$ cat config.mk
export PLATFORM = sky130hd
export DESIGN_NAME = reg_cfg_writer_flat
export DESIGN_NICKNAME = d
export VERILOG_FILES = /design/src/rtl/reg_cfg_pkg.sv /design/src/rtl/reg_cfg_writer_if.sv /design/src/rtl/reg_cfg_timeout.sv /design/src/rtl/reg_cfg_writer.sv /design/src/flat_wrapper.sv
export SDC_FILE = /design/constraint.sdc
export NUM_CORES = 1
export LEC_CHECK = 0
export BUFFER_PORTS_ARGS = -buffer_cell sky130_fd_sc_hd__buf_2
export CAP_MARGIN = 20
export CORE_MARGIN = 8
export CORE_UTILIZATION = 51
export DETAILED_ROUTE_END_ITERATION = 7
export GPL_ROUTABILITY_DRIVEN = 0
export HOLD_SLACK_MARGIN = 0.08
export PLACE_DENSITY = 0.86
export SETUP_SLACK_MARGIN = 0.3
export SLEW_MARGIN = 30
export SYNTH_ARGS = -nofsm -noshare
export SYNTH_HDL_FRONTEND = slang
export SYNTH_SLANG_ARGS = --single-unit
$ cat constraint.sdc
create_clock -name clk -period 2.7 [get_ports clk]
set_input_delay 0.135 -clock clk [delete_from_list [all_inputs] [get_ports clk]]
set_output_delay 0.135 -clock clk [all_outputs]
set_load 0.01 [all_outputs]
$ cat src/rtl/reg_cfg_pkg.sv
// -----------------------------------------------------------------------------
// reg_cfg_pkg
// Shared types and constants for the host-side register configuration writer.
//   state_t            : frame parser state (IDLE, ADDR, DATA, CSUM, WRITE)
//   *_IDX              : register map indices driven on addr_out
//   HDR_BYTE_DEFAULT   : default frame start marker
//   frame_csum()       : 8-bit modular sum of header, address and data bytes
// -----------------------------------------------------------------------------
package reg_cfg_pkg;

  typedef enum logic [2:0] {
    IDLE,
    ADDR,
    DATA,
    CSUM,
    WRITE
  } state_t;

  localparam logic [2:0] ACC_IDX    = 3'd0;
  localparam logic [2:0] GYRO_IDX   = 3'd1;
  localparam logic [2:0] MAG_IDX    = 3'd2;
  localparam logic [2:0] DEC_IDX    = 3'd3;
  localparam logic [2:0] NOLOAD_IDX = 3'd7;

  localparam logic [7:0] HDR_BYTE_DEFAULT = 8'hA5;

  // Carries beyond bit 7 are discarded, giving the mod-256 frame checksum.
  function automatic logic [7:0] frame_csum(input logic [7:0] hdr,
                                            input logic [7:0] addr,
                                            input logic [7:0] data);
    return hdr + addr + data;
  endfunction

endpackage

$ cat src/rtl/reg_cfg_writer_if.sv
// -----------------------------------------------------------------------------
// reg_cfg_writer_if
// Byte-wide valid/ready link from the host byte receiver.
//   rx_data  : incoming host byte
//   rx_valid : rx_data valid
//   rx_ready : byte taken on a posedge where rx_valid & rx_ready
// Modports: master = host byte receiver, slave = reg_cfg_writer.
// -----------------------------------------------------------------------------
interface reg_cfg_writer_if;
  logic [7:0] rx_data;
  logic       rx_valid;
  logic       rx_ready;

  modport master (output rx_data, output rx_valid, input rx_ready);
  modport slave  (input rx_data, input rx_valid, output rx_ready);
endinterface

$ cat src/rtl/reg_cfg_timeout.sv
// -----------------------------------------------------------------------------
// reg_cfg_timeout
// Inter-byte timeout counter for the frame parser.
//   clk, rst : clock, asynchronous active-high reset
//   clr      : clear the count (byte accepted or parser idle); wins over en
//   en       : count this cycle (inside a frame, no byte accepted)
//   expire   : count has reached TIMEOUT_CYCLES-1 while still enabled
// -----------------------------------------------------------------------------
module reg_cfg_timeout #(
  parameter int unsigned TIMEOUT_CYCLES = 1024
) (
  input  logic clk,
  input  logic rst,
  input  logic clr,
  input  logic en,
  output logic expire
);

  localparam int unsigned  CNT_W = (TIMEOUT_CYCLES > 2) ? $clog2(TIMEOUT_CYCLES) : 1;
  localparam logic [CNT_W-1:0] LAST = CNT_W'(TIMEOUT_CYCLES - 1);

  logic [CNT_W-1:0] cnt_q;

  // NOTE: clocked state uses non-blocking assignments so every flop samples
  // pre-edge values regardless of process evaluation order.
  always_ff @(posedge clk or posedge rst) begin
    if (rst)      cnt_q <= '0;
    else if (clr) cnt_q <= '0;
    else if (en)  cnt_q <= cnt_q + CNT_W'(1);
  end

  // Gated by en, so a byte accepted on the expiring edge suppresses the abort.
  assign expire = en && (cnt_q == LAST);

endmodule

$ cat src/rtl/reg_cfg_writer.sv
// -----------------------------------------------------------------------------
// reg_cfg_writer
// Parses HDR, ADDR, DATA, CSUM frames from the host byte link and issues one
// single-cycle write to the sensor register map per valid frame.
//   clk, rst   : clock, asynchronous active-high reset
//   rx         : host byte link (reg_cfg_writer_if.slave)
//   addr_out   : register map addr_in; NOLOAD_IDX (3'b111) except in WRITE
//   data_out   : register map data_in; holds the last written value
//   busy       : frame in progress
//   frame_ok   : one-cycle pulse, write issued
//   frame_err  : one-cycle pulse, frame discarded (bad frame or timeout)
//   err_cnt    : saturating frame_err count (only with REG_CFG_ERR_CNT_EN)
// Optional feature macro: REG_CFG_ERR_CNT_EN
// -----------------------------------------------------------------------------
module reg_cfg_writer
  import reg_cfg_pkg::*;
#(
  parameter int unsigned TIMEOUT_CYCLES = 1024,
  parameter logic [7:0]  HDR_BYTE       = HDR_BYTE_DEFAULT,
  parameter int unsigned NUM_REGS       = 4
) (
  input  logic            clk,
  input  logic            rst,
  reg_cfg_writer_if.slave rx,
  output logic [2:0]      addr_out,
  output logic [7:0]      data_out,
  output logic            busy,
  output logic            frame_ok,
`ifdef REG_CFG_ERR_CNT_EN
  output logic            frame_err,
  output logic [7:0]      err_cnt
`else
  output logic            frame_err
`endif
);

  state_t     state_q, state_d;
  logic [7:0] addr_q, data_q;
  logic       accept, frame_valid, in_frame, expire, err_set;

  assign accept   = rx.rx_valid && rx.rx_ready;
  assign in_frame = (state_q == ADDR) || (state_q == DATA) || (state_q == CSUM);

  // Checked against the incoming CSUM byte, so only meaningful in CSUM.
  assign frame_valid = (rx.rx_data == frame_csum(HDR_BYTE, addr_q, data_q)) &&
                       (addr_q[7:3] == 5'd0) &&
                       (addr_q < 8'(NUM_REGS));

  assign err_set = ((state_q == CSUM) && accept && !frame_valid) || expire;

  reg_cfg_timeout #(
    .TIMEOUT_CYCLES (TIMEOUT_CYCLES)
  ) u_timeout (
    .clk    (clk),
    .rst    (rst),
    .clr    (!in_frame || accept),
    .en     (in_frame && !accept),
    .expire (expire)
  );

  // State register
  always_ff @(posedge clk or posedge rst) begin
    if (rst) state_q <= IDLE;
    else     state_q <= state_d;
  end

  // Next-state logic
  always_comb begin
    // NOTE: default assignment first so every path drives state_d and no
    // latch is inferred.
    state_d = state_q;
    unique case (state_q)
      IDLE:  if (accept && (rx.rx_data == HDR_BYTE)) state_d = ADDR;
      ADDR:  if (accept) state_d = DATA; else if (expire) state_d = IDLE;
      DATA:  if (accept) state_d = CSUM; else if (expire) state_d = IDLE;
      CSUM:  if (accept) state_d = frame_valid ? WRITE : IDLE;
             else if (expire) state_d = IDLE;
      WRITE: state_d = IDLE;
      default: state_d = IDLE;
    endcase
  end

  // Output logic
  always_comb begin
    rx.rx_ready = 1'b1;
    busy        = 1'b1;
    frame_ok    = 1'b0;
    addr_out    = NOLOAD_IDX;
    unique case (state_q)
      IDLE:  busy = 1'b0;
      WRITE: begin
        rx.rx_ready = 1'b0;
        frame_ok    = 1'b1;
        addr_out    = addr_q[2:0];
      end
      default: ;
    endcase
  end

  // Frame fields, write data and the registered error pulse
  always_ff @(posedge clk or posedge rst) begin
    if (rst) begin
      addr_q    <= 8'h00;
      data_q    <= 8'h00;
      data_out  <= 8'h00;
      frame_err <= 1'b0;
    end else begin
      if ((state_q == ADDR) && accept) addr_q <= rx.rx_data;
      if ((state_q == DATA) && accept) data_q <= rx.rx_data;
      // data_out only changes when a write is actually issued.
      if ((state_q == CSUM) && accept && frame_valid) data_out <= data_q;
      frame_err <= err_set;
    end
  end

`ifdef REG_CFG_ERR_CNT_EN
  always_ff @(posedge clk or posedge rst) begin
    if (rst)                               err_cnt <= 8'd0;
    else if (frame_err && err_cnt != 8'hFF) err_cnt <= err_cnt + 8'd1;
  end
`endif

endmodule

$ cat src/flat_wrapper.sv
// flat-port wrapper written by rule: the top's interface ports become plain ports
module reg_cfg_writer_flat import reg_cfg_pkg::*;
#(
  parameter int unsigned TIMEOUT_CYCLES = 1024,
  parameter logic [7:0]  HDR_BYTE       = HDR_BYTE_DEFAULT,
  parameter int unsigned NUM_REGS       = 4
)
  (clk, rst, addr_out, data_out, busy, frame_ok, frame_err, rx_rx_data, rx_rx_valid, rx_rx_ready);
  reg_cfg_writer_if rx_i ();
  input  logic clk;
  input  logic rst;
  output logic [2:0] addr_out;
  output logic [7:0] data_out;
  output logic busy;
  output logic frame_ok;
  output logic frame_err;
  input wire logic [$bits(rx_i.rx_data)-1:0] rx_rx_data;
  input wire logic [$bits(rx_i.rx_valid)-1:0] rx_rx_valid;
  output wire logic [$bits(rx_i.rx_ready)-1:0] rx_rx_ready;
  assign rx_i.rx_data = rx_rx_data;
  assign rx_i.rx_valid = rx_rx_valid;
  assign rx_rx_ready = rx_i.rx_ready;
  reg_cfg_writer #(.TIMEOUT_CYCLES(TIMEOUT_CYCLES), .HDR_BYTE(HDR_BYTE), .NUM_REGS(NUM_REGS)) u_core (.clk(clk), .rst(rst), .rx(rx_i), .addr_out(addr_out), .data_out(data_out), .busy(busy), .frame_ok(frame_ok), .frame_err(frame_err));
endmodule
== Word-level counts from Yosys, hierarchy flattened ==
Cells that the tools add are included.

* Bits of input ports: 11
* Logic and storage cells: 52
* Output and inout port bits: 15
* Register bits: 38

* Eq/ne operators: 8
* Magnitude comparators: 1
* Reduce and logical (&&, ||, !) cells: 21
* Add/sub/neg operators: 3
* Multiplexer cells: 13

{| class="wikitable"
|+ Operator list
! cell !! count
|-
| 2-to-1 mux 3 bit || 7
|-
| 2-to-1 mux 10 bit || 2
|-
| one-hot mux 3 bit (4 select lines) || 1
|-
| logical AND 1 bit || 11
|-
| adder 10 x 1 -> 10 bit, second input constant || 1
|-
| equality test 10 bit, second input constant || 1
|-
| adder 8 bit || 1
|-
| adder 8 bit, first input constant || 1
|-
| equality test 8 bit || 1
|-
| equality test 8 bit, second input constant || 1
|-
| < comparator 8 x 3 -> 1 bit, second input constant || 1
|-
| equality test 3 x 2 -> 1 bit, second input constant || 2
|-
| zero test 5 bit || 1
|-
| logical OR 1 bit || 4
|-
| equality test 3 x 1 -> 1 bit, second input constant || 1
|-
| equality test 3 bit, second input constant || 1
|-
| zero test 1 bit || 3
|-
| zero test 3 bit || 1
|-
| 2-to-1 mux 1 bit || 3
|-
| != test 2 x 1 -> 1 bit, second input constant || 1
|-
| nonzero test 2 bit || 1
|}

== Logic depth before layout (Yosys ltp) ==
Gate-level depths: netlist of run 1.

* Word-level depth: 9
* Mapped depth: 11
* Mapped depth without buffers: 11

== Modules after synthesis ==
Synthesis of run 1 repeated with hierarchy kept, for this count alone.

* Cell total of the unflattened synthesis: 203
* Area, all modules: 2,139.6 um^2

{| class="wikitable"
|+ Modules (own cells, without submodules)
! module !! times used !! area an instance (um^2) !! cells an instance !! seq. area each (um^2)
|-
| reg_cfg_writer || 1 || 1,622.8 || 152 || 700.7
|-
| reg_cfg_timeout || 1 || 516.7 || 51 || 250.2
|}

== Worst setup path before layout of run 1 ==
OpenSTA, ideal clock, no wires.

* Kind: flip-flop to flip-flop
* From: register u_core.data_q[1]
* To: register u_core.data_out[0]
* Arrival: 2.518 ns
* Setup time: 0.125 ns
* Period minus slack after synthesis: 2.643 ns
* Path buffers: 0
* Required time: 2.575 ns
* Stages on the path, launching flop included: 10
* Slack: 0.057 ns
* Cell sequence: dfrtp_1 ha_1 ha_1 fa_1 xnor2_1 xnor2_1 nor3_2 nand3_1 nor3_4 mux2_2

* Cells in the longest elaborated chain, start to end: 5

{| class="wikitable"
|+ RTL lines
! item !! RTL line !! source
|-
| start: declaration || reg_cfg_writer.sv:38 || <nowiki>logic [7:0] addr_q, data_q;</nowiki>
|-
| start signal: assignment || reg_cfg_writer.sv:109 || <nowiki>if ((state_q == DATA) && accept) data_q <= rx.rx_data;</nowiki>
|-
| adder 8 bit || reg_cfg_pkg.sv:31 || <nowiki>return hdr + addr + data;</nowiki>
|-
| equality test 8 bit || reg_cfg_writer.sv:45 || <nowiki>assign frame_valid = (rx.rx_data == frame_csum(HDR_BYTE, addr_q, data_q)) &&</nowiki>
|-
| logical AND 1 bit || reg_cfg_writer.sv:45 ||
|-
| logical AND 1 bit || reg_cfg_writer.sv:46 || <nowiki>(addr_q[7:3] == 5'd0) &&</nowiki>
|-
| logical AND 1 bit || reg_cfg_writer.sv:111 || <nowiki>if ((state_q == CSUM) && accept && frame_valid) data_out <= data_q;</nowiki>
|-
| end signal: assignment || reg_cfg_writer.sv:111 ||
|-
| end: declaration || reg_cfg_writer.sv:26 || <nowiki>output logic [7:0] data_out,</nowiki>
|}

No other way between the ends.
A chain may end at the register's enable or synchronous reset.

== Final worst setup path of run 1 ==
* From: register u_core.data_q[1]
* To: register u_core.data_out[6]

The elaborated chain is that of the path after synthesis.

==> results of run 1 <==
## cells by family after synthesis
kind of cell | after synthesis | synth area share, %
fa+ha+maj | 15 | 9.55
mux | 18 | 9.92
buf+inv | 18 | 3.31
xor+xnor | 19 | 8.14
simple gates | 63 | 16.3
compound gates | 23 | 6.25
flops | 38 | 46.5
## final cells by class
type	count	area, µm²
fill	334	1480
multi-input combinational	138	1050
sequential	38	951
timing repair buffer	37	218
clock buffer	6	82.6
tap	50	62.6
inverter	15	56.3
clock inverter	2	12.5
## power by group through the flow
stage	Clock (mW)	Combinational (mW)	Sequential [mW]
floorplan	0	1.23	0.813
global placement	0	1.46	0.836
detailed placement	0	1.52	0.848
CTS	0.419	1.55	0.836
global route	0.441	1.78	0.852
finish	0.406	1.63	0.835
## sequential cells by signal, summed over array words and instances (netlist names)
register                flops
u_core.frame_err            1
u_core.addr_q               8
u_core.data_out             8
u_core.state_q              3
u_core.u_timeout.cnt_q     10
u_core.data_q               8
## worst paths after layout
check,startpoint,endpoint
hold reg to reg,u_core.u_timeout.cnt_q[0]$_DFF_PP0_,u_core.u_timeout.cnt_q[0]$_DFF_PP0_
setup reg to reg,u_core.data_q[1]$_DFFE_PP0P_,u_core.data_out[6]$_DFFE_PP0P_
max in group asynchronous,rst,u_core.addr_q[5]$_DFFE_PP0P_
hold / removal,rx_rx_data[2],u_core.data_q[2]$_DFFE_PP0P_
min in group asynchronous,rst,u_core.data_out[4]$_DFFE_PP0P_
setup / recovery,u_core.data_q[1]$_DFFE_PP0P_,u_core.data_out[6]$_DFFE_PP0P_
## layer usage
metal | GRT usage (%) | wire, µm
met4 | 6.48 | 93
met1 | 15.1 | 1870
met2 | 25.0 | 2250
met5 | 0 | 0
met3 | 4.29 | 199
## critical path, delay by kind of cell, from the launching register on
| kind | cells | cell delay (ps) |
|---|---|---|
| xor+xnor | 1 | 120 |
| mux | 1 | 330 |
| flops | 1 | 390 |
| simple gates | 4 | 570 |
| fa+ha+maj | 3 | 1060 |
| buf+inv | 1 | 160 |
## layout by cell type, fill, tap and decap left out, types with 2 or more instances in the layout
cell      count
ha_1         13
nor4bb_1      2
a21o_1        2
clkbuf_8      6
buf_2        25
o21bai_1      2
xor2_1        7
nor2_1       14
xnor2_1      12
nand4_1       2
or3_1         4
nor3_1        2
dfrtp_1      38
o21ai_0       8
buf_4        11
nor3_2        2
nand2_1      18
mux2_2       17
nand3_1       8
inv_1        15
a21oi_1       8
## what timing repair did
action / CTS / global route
gates resized for setup: 1 / 3
hold endpoints to repair: 38 / 0
setup endpoints to repair: 8 / 10
hold buffers: 1 / 0
buffers inserted: 1 / 3
pin swaps: 0 / 1
==> impl_metrics.ini, run 1 <==
[sta]
fin_crit_sh_pct = 101
fin_setup_tns_ps = -124
slew_headroom_pct = 68.9
skew_ps = 8.61
grt_setup_unrepaired = yes
slew_viol_final = 0
worst_slew_pin_slew_ps = 466
worst_slack_ps = -30.4
timing.hold.ws_ps = 113
fmax_mhz = 366
period_needed_ps = 2730
hold_viol_final = 0
setup_viol = 7

[hold_path]
holdPathStages = 3
hold_path.class = input port to register

[critical_path]
worstPathRequired_ps = 2880
cpPeakStageDelay_ps = 540
path_cells = ha_1 -> ha_2 -> fa_2 -> xnor2_1 -> nand3_1 -> nor3_2 -> nand3_2 -> nor3_4 -> buf_4 -> mux2_2
startpoint_type = register
r2r_cells = 10
end_kind = register
r2r_slack_ps = -30
path_class = register to register
critPathSlowestCell = fa_2
critPathMaxFanout = 4
worstPathArrival_ps = 2910

[floorplan]
rows = 23
die_w_um = 79.3
core-area_um2 = 3910
fp.dieH_um = 79.3
io-pin-count = 26
dieArea_um2 = 6290
start_util_pct = 52.2

[power]
leakagePower_nw = 1.17
p_int_mw = 1.69
power_frac_clock_pct = 14.2
ir_worst_vdd_v = 0.000555
power_mw = 2.87
combinationalPowerShare_pct = 56.7
seq_power_share_pct = 29.1
switching_share_pct = 41.1
powerDensity_nw_per_um2 = 1180
p_switching_mw = 1.18

[cts]
cts_max_path_buffers = 2
clkSlewWorstSetupHoldPaths_ps = 80
cts-root-buf = clkbuf_8
tritoncts = done
htree_levels = 2
cts.sinks = 38
clk_latency_ps = 300
cts_buffers = 5

[synthesis]
netlist_area_um2 = 2040
ys_seq_area_share_pct = 46.5
yosysMostFrequentCell = dfrtp_1
async_reset_ff_share_pct = 100
synth_cells = 194
synth_edf_count = 0
avgSynthCellArea_um2 = 10.5
yosysUniqueCellTypes = 31
synth_top_cell_by_area = dfrtp_1
synthesis.nets = 220
ys.flop_type = dfrtp_1
synth-seq-cells = 38
yosys-top-cells-count = dfrtp_1, mux2_2, nand2_1, inv_1, nor2_1
synth_top_area_share_pct = 46.5
synth_area_leaders = dfrtp_1, mux2_2, ha_1, xnor2_1, nand2_1
synth_warnings = 0

[route]
wirelength_um = 4410
drc = 0
wl_per_cell_um = 15.4
first_iter_violations = 73
viasPerCell = 5.39
dr.pass1.iters = 4
num_vias = 1541
antenna_left = 0

[layout]
drive_gt1_share_pct = 30.9
finalCoreUtilization_pct = 62.1
stdcell_area_um2 = 2430
finalNetCount = 261
instances_no_fill = 286
diodes = 0
area_growth_pct = 19.0

[job]
drv_cap = 0

[status]
violations = setup timing
status = finished, violations left

[grt]
grt_usage_pct = 14.2
antenna_found_initial = 0
overflow = 0
grt_pass1_vias = 1546
grt_start_max_net_pins = 39
grt_first_pass_wirelength_um = 6890

[place]
io_buffers = 25
dp_slack_ps = 18.5
dp_hpwl_um = 3200
place_area_um2 = 2280
place_inst = 273
(Power assumes the default switching activity.)
==> run 2: changes to the inputs <==
--- a/config.mk
+++ b/config.mk
@@ -12,7 +12,7 @@
 export DETAILED_ROUTE_END_ITERATION = 7
 export GPL_ROUTABILITY_DRIVEN = 0
 export HOLD_SLACK_MARGIN = 0.08
-export PLACE_DENSITY = 0.86
+export PLACE_DENSITY_LB_ADDON = 0.2
 export SETUP_SLACK_MARGIN = 0.3
 export SLEW_MARGIN = 30
 export SYNTH_ARGS = -nofsm -noshare
==> run 2 against run 1 <==
The run still ends with setup timing left. Sequential power up 0.6%. Die area unchanged. Cell count down 1.0%. Global-route usage down 0.15 points. Fmax down 0.52%. Register-to-register slack about the same. Total power down 1.8%. Utilization down 0.54 points. Clock power down 11%. Critical path type unchanged. Critical endpoint unchanged.
==> impl_metrics.ini, run 2 (same netlist as run 1, synthesis figures left out) <==
[status]
status = finished, violations left
violations = setup timing

[route]
wirelength_um = 4060
viasPerCell = 5.25
dr.pass1.iters = 4
first_iter_violations = 72
drc = 0
num_vias = 1487
antenna_left = 0
wl_per_cell_um = 14.3

[sta]
grt_setup_unrepaired = yes
fin_setup_tns_ps = -290
hold_viol_final = 0
slew_viol_final = 0
slew_headroom_pct = 51.9
timing.hold.ws_ps = 111
setup_viol = 8
worst_slew_pin_slew_ps = 721
skew_ps = 6.51
worst_slack_ps = -44.6
fmax_mhz = 364
period_needed_ps = 2740
fin_crit_sh_pct = 102

[critical_path]
r2r_cells = 10
worstPathArrival_ps = 2920
r2r_slack_ps = -40
critPathMaxFanout = 8
startpoint_type = register
reg2reg_from = u_core.data_q[1]$_DFFE_PP0P_
path_class = register to register
r2r-end = u_core.data_out[6]$_DFFE_PP0P_
worstPathRequired_ps = 2870
end_kind = register

[floorplan]
io-pin-count = 26
dieArea_um2 = 6290
core-area_um2 = 3910
start_util_pct = 52.2
rows = 23
die_w_um = 79.3
fp.dieH_um = 79.3

[grt]
grt_first_pass_wirelength_um = 6870
use_met2_pct = 21.0
grt_usage_pct = 14.0
grt_pass1_vias = 1464
grt_start_max_net_pins = 21
met1_usage_pct = 18.4
busiest_layer = met2
overflow = 0
use_met3_pct = 3.27
antenna_found_initial = 0

[layout]
finalNetCount = 259
stdcell_area_um2 = 2410
area_growth_pct = 18.0
finalCoreUtilization_pct = 61.6
final_common_cell = dfrtp_1
largest-register = u_core.u_timeout.cnt_q
largest_register_ff_count = 10
instances_no_fill = 283
fillers = 341
drive_gt1_share_pct = 29.2
final_cell_mix = dfrtp_1, buf_2, nand2_1
diodes = 0

[power]
leakagePower_nw = 1.16
power_mw = 2.82
ir_worst_vdd_v = 0.000552
powerDensity_nw_per_um2 = 1170

[hold_path]
holdPathStages = 3
holdCritStartpoint = rx_rx_data[0]
hold_path.class = input port to register
min_to = u_core.addr_q[0]$_DFFE_PP0P_

[place]
io_buffers = 25
dp_hpwl_um = 3120
place_area_um2 = 2290
place_inst = 272
dp_slack_ps = -17.8

[cts]
cts.sinks = 38
tritoncts = done
cts_max_path_buffers = 2
cts_buffers = 5
cts-root-buf = clkbuf_8
htree_levels = 2
clk_latency_ps = 280
clkSlewWorstSetupHoldPaths_ps = 70

[job]
drv_cap = 0
==> run 2: worst max path at each step <==
stage / startpoint / to / slack [ps] / depth (start not counted)
final: u_core.data_q[1]$_DFFE_PP0P_ / u_core.data_out[6]$_DFFE_PP0P_ / -40 / 10
after global routing: u_core.data_q[1]$_DFFE_PP0P_ / u_core.data_out[0]$_DFFE_PP0P_ / -150 / 10
after CTS: u_core.data_q[1]$_DFFE_PP0P_ / u_core.data_out[6]$_DFFE_PP0P_ / -30 / 10
after detailed placement: u_core.data_q[1]$_DFFE_PP0P_ / u_core.data_out[6]$_DFFE_PP0P_ / -20 / 10
after floorplan: u_core.data_q[1]$_DFFE_PP0P_ / u_core.data_out[0]$_DFFE_PP0P_ / 70 / 9
after global placement: u_core.data_q[1]$_DFFE_PP0P_ / u_core.data_out[0]$_DFFE_PP0P_ / 30 / 10
==> run 2: layer usage <==
layer / wire length, µm / up-vias
met3: 171 / 9
li1: - / 745
met2: 1780 / 25
met5: 0 / -
met4: 108 / 0
met1: 2000 / 708
==> run 2: report_power, final <==
part           switching [mW]  internal (mW)  leakage, nW  total [mW]
logic                   0.843          0.775        0.629        1.62
clock network           0.182          0.178       0.0383       0.360
registers               0.121          0.719        0.495       0.840
==> run 2: final cells by class <==
type                            instances  area (µm²)  area share, %
Multi-Input combinational cell        138        1050           43.5
Inverter                               15        56.3           2.34
Timing Repair Buffer                   35         215           8.93
Sequential cell                        38         951           39.4
Clock buffer                            7        76.3           3.17
Tap cell                               50        62.6           2.59
==> run 2: repair_timing <==
action	CTS	global route
setup endpoints to repair	8	10
hold buffers	1	0
pin swaps	0	0
buffers inserted	2	1
endpoints found under the hold margin	19	0
gates resized for setup	1	3
==> run 2: critical path, cell delays in order, from the launching register on <==
cell and delay (ps):
dfrtp_1 390, ha_1 300, ha_2 200, fa_2 540, xnor2_2 110, nand3_1 110, nor3_2 180, nand3_2 130
nor3_4 190, buf_12 150, mux2_2 330
==> run 3: changes to the inputs <==
==> constraint.sdc (replaced) <==
create_clock -name clk -period 2.7 [get_ports clk]
set_input_delay 0.675 -clock clk [delete_from_list [all_inputs] [get_ports clk]]
set_output_delay 0.675 -clock clk [all_outputs]
set_load 0.01 [all_outputs]
==> run 3 against run 2 <==
The run still ends with setup timing left. Clock-buffer cell count decreased by 2. Sequential power barely moved. Hold slack better by 350 ps. Via count fell by 0.67%. Global-route usage grew 0.15 points. Critical path depth is the same. Largest power group unchanged.
==> impl_metrics.ini, run 3 (same netlist as run 1, synthesis figures left out) <==
[layout]
drive_gt1_share_pct = 29.7
seq_area_um2 = 951
finalNetCount = 258
largest_register_ff_count = 10
multi_input_area_um2 = 1060
instances_no_fill = 282
finalCoreUtilization_pct = 61.7
final_cell_mix = dfrtp_1, buf_2, nand2_1
stdcell_area_um2 = 2420
area_growth_pct = 18.2
fillers = 359
largest-register = u_core.u_timeout.cnt_q
diodes = 0
final_common_cell = dfrtp_1

[critical_path]
critPathMaxFanout = 8
worstPathArrival_ps = 2940
path_buf_inv = 1
path_class = register to register
startpoint = u_core.data_q[1]$_DFFE_PP0P_
critPathSlowestCell = fa_2
cpPeakStageDelay_ps = 530
reg2reg_from = u_core.data_q[1]$_DFFE_PP0P_
cp_top_family = adder cells
worstPathRequired_ps = 2860
startpoint_type = register
path_cells = ha_1 -> ha_2 -> fa_2 -> xnor2_1 -> nand3_1 -> nor3_2 -> nand3_2 -> nor3_4 -> buf_12 -> mux2_2
end_kind = register

[place]
place_inst = 272
io_buffers = 25
dp_slack_ps = -37.3
place_area_um2 = 2290
dp_hpwl_um = 3120

[sta]
timing.hold.ws_ps = 465
setup_viol = 8
fmax_mhz = 360
worst_slew_pin_slew_ps = 471
worst_slack_ps = -76.2
fin_setup_tns_ps = -529
slew_viol_final = 0
period_needed_ps = 2780
hold_viol_final = 0
slew_headroom_pct = 68.6
skew_ps = 9.06
grt_setup_unrepaired = yes
fin_crit_sh_pct = 103

[grt]
use_met3_pct = 3.84
met1_usage_pct = 19.7
grt_start_max_net_pins = 39
overflow = 0
antenna_found_initial = 0
busiest_layer = met2
use_met2_pct = 20.1
grt_pass1_vias = 1466
grt_usage_pct = 14.2
grt_first_pass_wirelength_um = 6960

[route]
wirelength_um = 4120
wl_per_cell_um = 14.6
first_iter_violations = 68
num_vias = 1477
drc = 0
dr.pass1.iters = 4
antenna_left = 0
viasPerCell = 5.24

[status]
violations = setup timing
status = finished, violations left

[hold_path]
hold_path.class = register to register
holdCritStartpoint = u_core.u_timeout.cnt_q[0]$_DFF_PP0_

[cts]
clk_latency_ps = 280
cts-root-buf = clkbuf_8
cts_max_path_buffers = 2
clkSlewWorstSetupHoldPaths_ps = 70
htree_levels = 2
cts.sinks = 38
cts_buffers = 5
tritoncts = done
cts_hold_buf = 0

[floorplan]
die_w_um = 79.3
core-area_um2 = 3910
fp.dieH_um = 79.3
rows = 23
io-pin-count = 26
start_util_pct = 52.2
dieArea_um2 = 6290

[power]
power_mw = 2.87
leakagePower_nw = 1.16
powerDensity_nw_per_um2 = 1190
ir_worst_vdd_v = 0.000473

[job]
drv_cap = 0
-- run 3: cell types whose count changed in the layout (fill, tap and decap cells not counted), sizes merged --
cell and delta:
clkbuf -2, clkinv +2, dlygate4sd3 -1
-- run 3: what timing repair did --
item,CTS,global route
pin swaps,0,0
buffers inserted,2,1
setup endpoints to repair,8,10
resized for setup,2,2
-- run 3: routing by layer --
metal | share of wire [%] | routed length, µm
met4 | 2.0 | 81
met3 | 2.9 | 120
met1 | 50 | 2080
met2 | 45 | 1840
met5 | 0 | 0
-- run 3: cell type report --
| type | count | share of cell area, % |
|---|---|---|
| timing repair buffer | 34 | 8.49 |
| clock inverter | 2 | 0.414 |
| tap | 50 | 2.59 |
| multi-input combinational | 138 | 44.0 |
| inverter | 15 | 2.33 |
| sequential | 38 | 39.4 |
| clock buffer | 5 | 2.85 |
-- run 3: report_power, final --
group | internal, mW | switching (mW) | leakage, nW
Combinational | 0.807 | 0.866 | 0.625
Sequential | 0.719 | 0.121 | 0.495
Clock | 0.173 | 0.180 | 0.0438
Total | 1.70 | 1.17 | 1.16
-- run 3: path summary, 6_finish.rpt --
kind | endpoint | slack [ps] | depth (start not counted)
worst min-delay path | u_core.u_timeout.cnt_q[0]$_DFF_PP0_ | 470 | 1
worst min register to register | u_core.u_timeout.cnt_q[0]$_DFF_PP0_ | 470 | 1
min in group asynchronous | u_core.data_q[3]$_DFFE_PP0P_ | 500 | 3
max in group asynchronous | u_core.u_timeout.cnt_q[4]$_DFF_PP0_ | 1870 | 3
worst max-delay path | u_core.data_out[0]$_DFFE_PP0P_ | -80 | 10
worst max register to register | u_core.data_out[0]$_DFFE_PP0P_ | -80 | 10
